File: config.mk
export PLATFORM = sky130hd
export DESIGN_NAME = mul_shiftadd
export DESIGN_NICKNAME = d
export VERILOG_FILES = /design/src/rtl/mul_pkg.sv /design/src/rtl/mul_fix.sv /design/src/rtl/mul_shiftadd.sv
export SDC_FILE = /design/constraint.sdc
export NUM_CORES = 1
export LEC_CHECK = 0
export ABC_AREA = 1
export ABC_CLOCK_PERIOD_IN_PS = 3650
export CAP_MARGIN = 20
export CELL_PAD_IN_SITES_DETAIL_PLACEMENT = 0
export CELL_PAD_IN_SITES_GLOBAL_PLACEMENT = 1
export CORE_MARGIN = 2
export CORE_UTILIZATION = 42
export CTS_CLUSTER_SIZE = 30
export DETAILED_ROUTE_END_ITERATION = 10
export PLACE_DENSITY_LB_ADDON = 0.08
export SLEW_MARGIN = 20
export SYNTH_ARGS = -nofsm -noshare
export SYNTH_HDL_FRONTEND = slang
export SYNTH_HIERARCHICAL = 1
export SYNTH_SLANG_ARGS = --single-unit
File: constraint.sdc
create_clock -name i_clk -period 3.65 [get_ports i_clk]
set_clock_uncertainty 0.05 [all_clocks]
set_input_delay 0.73 -clock i_clk [delete_from_list [all_inputs] [get_ports i_clk]]
set_output_delay 0.73 -clock i_clk [all_outputs]
set_load 0.02 [all_outputs]
File: src/rtl/mul_pkg.sv
// Shared definitions for the serial shift-add multiply-accumulate unit.
//   state_e   : FSM state encoding (IDLE=0, RUN=1, FIX=2, DONE=3)
//   DefDataW  : default operand width
package mul_pkg;

  parameter int unsigned DefDataW = 32;

  typedef enum logic [1:0] {
    StIdle = 2'd0,
    StRun  = 2'd1,
    StFix  = 2'd2,
    StDone = 2'd3
  } state_e;

endpackage

File: src/rtl/mul_fix.sv
// Final correction stage of the multiply-accumulate: conditionally negates the
// magnitude product and adds the extended addend, modulo 2^ProdW.
//   i_neg        : result sign (1 = negate accumulator)
//   i_acc        : unsigned magnitude product
//   i_addend_ext : sign- or zero-extended addend
//   o_sum        : (i_neg ? -i_acc : i_acc) + i_addend_ext
module mul_fix #(
  parameter int unsigned ProdW = 64
) (
  input  logic             i_neg,
  input  logic [ProdW-1:0] i_acc,
  input  logic [ProdW-1:0] i_addend_ext,
  output logic [ProdW-1:0] o_sum
);

  logic [ProdW-1:0] w_signed_acc;

  always_comb begin
    w_signed_acc = i_neg ? (~i_acc + ProdW'(1)) : i_acc;
    o_sum        = w_signed_acc + i_addend_ext;
  end

endmodule

File: src/rtl/mul_shiftadd.sv
// Serial shift-add multiply-accumulate: product = op_a * op_b + addend,
// one multiplier bit per cycle over DATA_W cycles, signed or unsigned.
//   i_clk     : clock, rising edge
//   i_rst_n   : synchronous active-low reset
//   i_en      : level-sensitive start/hold request
//   i_sign    : 1 = two's-complement operands and addend, 0 = unsigned
//   i_op_a    : multiplicand
//   i_op_b    : multiplier
//   i_addend  : accumulated term
//   o_done    : result valid (registered)
//   o_product : 2*DATA_W result (registered)
module mul_shiftadd
  import mul_pkg::*;
#(
  parameter int unsigned DATA_W = DefDataW
) (
  input  logic                i_clk,
  input  logic                i_rst_n,
  input  logic                i_en,
  input  logic                i_sign,
  input  logic [DATA_W-1:0]   i_op_a,
  input  logic [DATA_W-1:0]   i_op_b,
  input  logic [DATA_W-1:0]   i_addend,
  output logic                o_done,
  output logic [2*DATA_W-1:0] o_product
);

  localparam int unsigned ProdW = 2 * DATA_W;
  localparam int unsigned CntW  = $clog2(DATA_W) + 1;

  state_e              r_state;
  logic                r_sign;
  logic                r_neg;
  logic [DATA_W-1:0]   r_addend;
  logic [ProdW-1:0]    r_mcand;   // multiplicand, pre-shifted by the iteration index
  logic [DATA_W-1:0]   r_mplier;
  logic [ProdW-1:0]    r_acc;
  logic [CntW-1:0]     r_cnt;
  logic                r_done;
  logic [ProdW-1:0]    r_product;

  logic [DATA_W-1:0]   w_mag_a;
  logic [DATA_W-1:0]   w_mag_b;
  logic                w_neg;
  logic [ProdW-1:0]    w_addend_ext;
  logic [ProdW-1:0]    w_fix_sum;
  logic                w_last;

  // Magnitudes as unsigned values; the most negative number maps onto 2^(DATA_W-1).
  always_comb begin
    w_mag_a      = (i_sign && i_op_a[DATA_W-1]) ? (~i_op_a + DATA_W'(1)) : i_op_a;
    w_mag_b      = (i_sign && i_op_b[DATA_W-1]) ? (~i_op_b + DATA_W'(1)) : i_op_b;
    w_neg        = i_sign & (i_op_a[DATA_W-1] ^ i_op_b[DATA_W-1]);
    w_addend_ext = r_sign ? {{DATA_W{r_addend[DATA_W-1]}}, r_addend}
                          : {{DATA_W{1'b0}}, r_addend};
    w_last       = (r_cnt == CntW'(DATA_W - 1));
  end

  mul_fix #(
    .ProdW (ProdW)
  ) u_fix (
    .i_neg        (r_neg),
    .i_acc        (r_acc),
    .i_addend_ext (w_addend_ext),
    .o_sum        (w_fix_sum)
  );

  always_ff @(posedge i_clk) begin
    if (!i_rst_n) begin
      r_state   <= StIdle;
      r_sign    <= 1'b0;
      r_neg     <= 1'b0;
      r_addend  <= '0;
      r_mcand   <= '0;
      r_mplier  <= '0;
      r_acc     <= '0;
      r_cnt     <= '0;
      r_done    <= 1'b0;
      r_product <= '0;
    end else begin
      unique case (r_state)
        StIdle: begin
          r_done <= 1'b0;
          if (i_en) begin
            r_sign   <= i_sign;
            r_neg    <= w_neg;
            r_addend <= i_addend;
            r_mcand  <= {{DATA_W{1'b0}}, w_mag_a};
            r_mplier <= w_mag_b;
            r_acc    <= '0;
            r_cnt    <= '0;
            r_state  <= StRun;
          end
        end
        StRun: begin
          if (!i_en) begin
            r_state <= StIdle;
          end else begin
            if (r_mplier[0]) begin
              r_acc <= r_acc + r_mcand;
            end
            r_mcand  <= r_mcand << 1;
            r_mplier <= r_mplier >> 1;
            r_cnt    <= r_cnt + CntW'(1);
            if (w_last) begin
              r_state <= StFix;
            end
          end
        end
        StFix: begin
          if (!i_en) begin
            r_state <= StIdle;
          end else begin
            r_product <= w_fix_sum;
            r_done    <= 1'b1;
            r_state   <= StDone;
          end
        end
        StDone: begin
          if (!i_en) begin
            r_done  <= 1'b0;
            r_state <= StIdle;
          end
        end
        default: begin
          r_state <= StIdle;
          r_done  <= 1'b0;
        end
      endcase
    end
  end

  assign o_done    = r_done;
  assign o_product = r_product;

endmodule

==> out/qor_table.md <==
| Result | Value |
|---|---|
| Standard-cell row count | 89 |
| Share of the cycle needed by the critical path after routing | 97.0% |
| Relative max-transition margin | 33.9% |
| Capturing element type of the critical path | flop |
| Synthesized flop and latch total | 267 |
| Detail Placement HPWL | 73.7 mm |
| Mux cell area share after synthesis | 0% |
| Worst-skew pair later-pin latency | 0.55 ns |
| Overall power consumption | 8.93 mW |
| Post-detailed-route count of antenna-violating nets | 0 |
| Number of clock buffers inserted by TritonCTS | 34 |
| Clock share of power | 39.7% |
| Transition time at the pin with the least slew margin | 0.992 ns |
| Share of the yosys chip area belonging to registers | 21.2% |
| Syn nets | 4729 |
| Pwr/cell area | 298 mW/mm^2 |
| Setup violations, final | 0 |
| Nets | 4918 |
| Fraction of power spent switching nets | 33.1% |
| Sw power | 2.96 mW |
| Max H-tree Level | 2 |
| Compound-cell area share of the yosys netlist | 13.9% |
| Largest net degree at the start of global routing | 160 |
| Data required time at the worst endpoint | 4.03 ns |
| Diodes inserted | 0 |
| Commonest non-fill, non-tap cells in the layout | 1428 x nand2_1, 675 x inv_1, 506 x nor2_1 |
| Final hold violation count | 0 |
| Internal power | 5.97 mW |
| Unrepaired setup endpoints after global routing | true |
| Setup WS pre-CTS | -0.00610 ns |
| Cell count after synthesis | 4479 |
| Maximum clock frequency | 282 MHz |
| Global placement routability congestion | 0.967 |
| Arrival time worst endpoint | 3.92 ns |
| Final critical delay including setup and external delays | 3.54 ns |
| Prevailing post-synth register cell | dfxtp_1 |
| Total Negative Setup Slacks | 0 ns |
| Clock buffer depth | 3 |
| Most used routing layer in global routing | met2 |
| Category of the worst setup path launch point | flop |
| Slack of the critical path | 0.109 ns |
| Via density per instance | 4.99 |
| Clock sinks | 267 |
| Layout Area Growth over Synthesis | 18.7% |
| Most common library cell in the layout ignoring fill and taps | nand2_1 |
| Power share of the sequential group | 36.5% |
| Fraction of synthesized cell area taken by the top area cell type | 21.5% |
| Pre-antenna DRT Iters | 5 |
| Leakage Power | 15.7 nW |
| Number of DRC markers after the initial detailed-route iteration | 1960 |
| Height of the die | 249 um |
| Syn avg cell area | 5.63 um^2 |
| Wirelength, routed | 90.3 mm |
| Total count of max-transition violations in the final report | 0 |
| Combined global-route utilization of all metal layers | 28.4% |
| Synth unique cells | 51 |
| Global routing met2 resource utilization | 45.6% |
| Worst vdd rail ir drop | 0.385 mV |
| Area fraction in and, or, nand and nor cells after synthesis | 41.1% |
| Largest fanout on the critical path | 5 |
| Fraction of registers with async set or reset after synthesis | 0% |
| First-pass GRT wire length | 140 mm |
| Clock tree from TritonCTS | built |
| Top cell type by total area after synthesis | nand2_1 |
| Clock edge transition at the registers on the reported setup and hold paths | 0.06 ns |
| Number of global-route vias before repair | 25200 |
| Outcome | complete, no violations |
| Combinational cell fraction of total power | 23.8% |
| DRC violations left | 0 |
| Class of the tightest hold or removal check | reg -> reg |
| Count of port buffers added during placement | 164 |
| Area share of fa/ha/maj cells after synthesis | 7.50% |
| WL/cell | 16.5 um |
| Main combinational cell family by area after synthesis | simple AND/OR/NAND/NOR gates |
| Parity-gate share of the synthesized area counting xor and xnor cells | 3.85% |
| Clk root buf | clkbuf_16 |
| Number of antenna violations at the first check in global routing | 0 |
| Die outline area | 0.0621 mm^2 |
| Number of enable-type register cells in the synthesized netlist | 0 |
| Synthesized area | 0.0252 mm^2 |
| Core area | 0.0592 mm^2 |
| Number of vias after detailed routing | 27300 |
| Cells taking the most area after synthesis | nand2_1 22%, dfxtp_1 21%, inv_1 10% |
| Initial core utilization | 42.6% |
| Global routing met3 resource utilization | 2.70% |
| Congestion Overflow GR | 0 |
| Global routing met1 resource utilization | 40.7% |
| Ports | 165 |
| Overall die width | 249 um |
| Fraction of layout cells with a size suffix above 1 | 9.83% |
| Max-cap check violation count | 0 |
| Yosys Warn Count | 6 |
| Path type of the worst setup path | reg -> reg |
[Yosys cell counts (3+ instances only)]
cell type	instances
a21boi_0	19
a21oi_1	346
a21oi_2	3
a31oi_1	6
buf_1	10
buf_2	37
buf_4	5
clkbuf_1	59
clkinv_1	4
dfxtp_1	267
ha_1	148
inv_1	680
inv_2	24
nand2_1	1446
nand2_2	38
nand2_4	4
nand3_1	245
nand3_2	19
nand3b_1	9
nand4_1	36
nand4_2	4
nor2_1	544
nor2_2	31
nor2_4	11
nor3_1	31
nor3_2	8
nor4_1	7
nor4_2	3
o211ai_1	4
o21ai_0	250
o21ai_1	11
o21bai_1	20
or2_2	12
xnor2_1	16
xor2_1	95
[cell type report]
class                   count  area [um^2]
fillers                  6523        29300
multi-input cells        3393        17300
flip-flops and latches    267         5360
inverters                 708         2660
repair buffers            264         2500
clock buffers              44          980
well taps                 773          967
clock inverters            16          181
[critical path: stages, from the launching register on]
cell      delay (ns)
dfxtp_2         0.36
inv_1           0.07
nand3_2         0.11
nor2_4          0.24
nand2_2         0.11
nor2_1          0.15
a31oi_1         0.11
xor2_1          0.39
ha_1            0.37
nand2_1         0.09
nand2_1         0.07
a21oi_1         0.27
nand2_1         0.09
nand3b_1        0.32
nand2_1         0.19
nand3_1         0.08
nand2_1         0.06
nand2_1         0.06
o21ai_0         0.16
nor2_1          0.05
[path summary, 6_finish.rpt]
check / slack (ns) / end / cells past startpoint / startpoint
min reg2reg: 0.42 / r_mplier[0]$_SDFFE_PN0P_ / 2 / r_mplier[1]$_SDFFE_PN0P_
min: 0.42 / r_mplier[0]$_SDFFE_PN0P_ / 2 / r_mplier[1]$_SDFFE_PN0P_
max reg2reg: 0.11 / o_product[52]$_SDFFE_PN0P_ / 19 / r_acc[2]$_SDFFE_PN0P_
max: 0.11 / o_product[52]$_SDFFE_PN0P_ / 19 / r_acc[2]$_SDFFE_PN0P_
[routing by layer]
| layer | wire, um | vias to the layer above |
|---|---|---|
| met5 | 0 | - |
| met4 | 2120 | 0 |
| met3 | 4100 | 111 |
| met2 | 39500 | 563 |
| met1 | 44600 | 12200 |
| li1 | - | 14400 |
[registers in the layout, indices dropped and copies added (netlist names)]
| name | flops |
|---|---|
| r_acc | 64 |
| r_mcand | 64 |
| r_cnt | 6 |
| r_neg | 1 |
| r_state | 2 |
| r_sign | 1 |
| o_product | 64 |
| r_addend | 32 |
| r_mplier | 32 |
| o_done | 1 |
[stage by stage]
step	cells	utilization (%)	hold WS [ns]	cell area [um^2]
finish	5465	50.6	0.421	30000
global placement	5398	47.6	0.407	28200
CTS	5458	49.6	0.422	29400
global route	5465	50.6	0.453	30000
detailed placement	5398	47.6	0.413	28200
floorplan	4479	-	0.395	25200
[logic make-up (layout without fill, tap and decap cells)]
logic type | Yosys count | after routing
AOI/OAI and AO/OA | 669 | 669
buffers and inverters | 819 | 1032
DFF | 267 | 267
adders and majority gates | 150 | 150
and+or+nand+nor | 2463 | 2463
xor gates and xnor gates | 111 | 111
[power by group through the flow]
stage	Combinational, mW	Sequential, mW	Clock, mW
4_1_cts	2.06	3.26	3.63
6_report	2.12	3.26	3.55
2_1_floorplan	1.34	3.26	0
5_1_grt	2.36	3.28	3.73
3_5_place_dp	2.05	3.32	0
3_3_place_gp	2.05	3.32	0
[timing repair]
item                                   4_1_cts  5_1_grt
resized for setup                            2      149
setup endpoints to repair                    2       42
setup buffers                                0        7
endpoints found under the hold margin        0        0
pin swaps                                    1       19
hold buffers                                 0        0
Power figures use the tool's default switching activity.
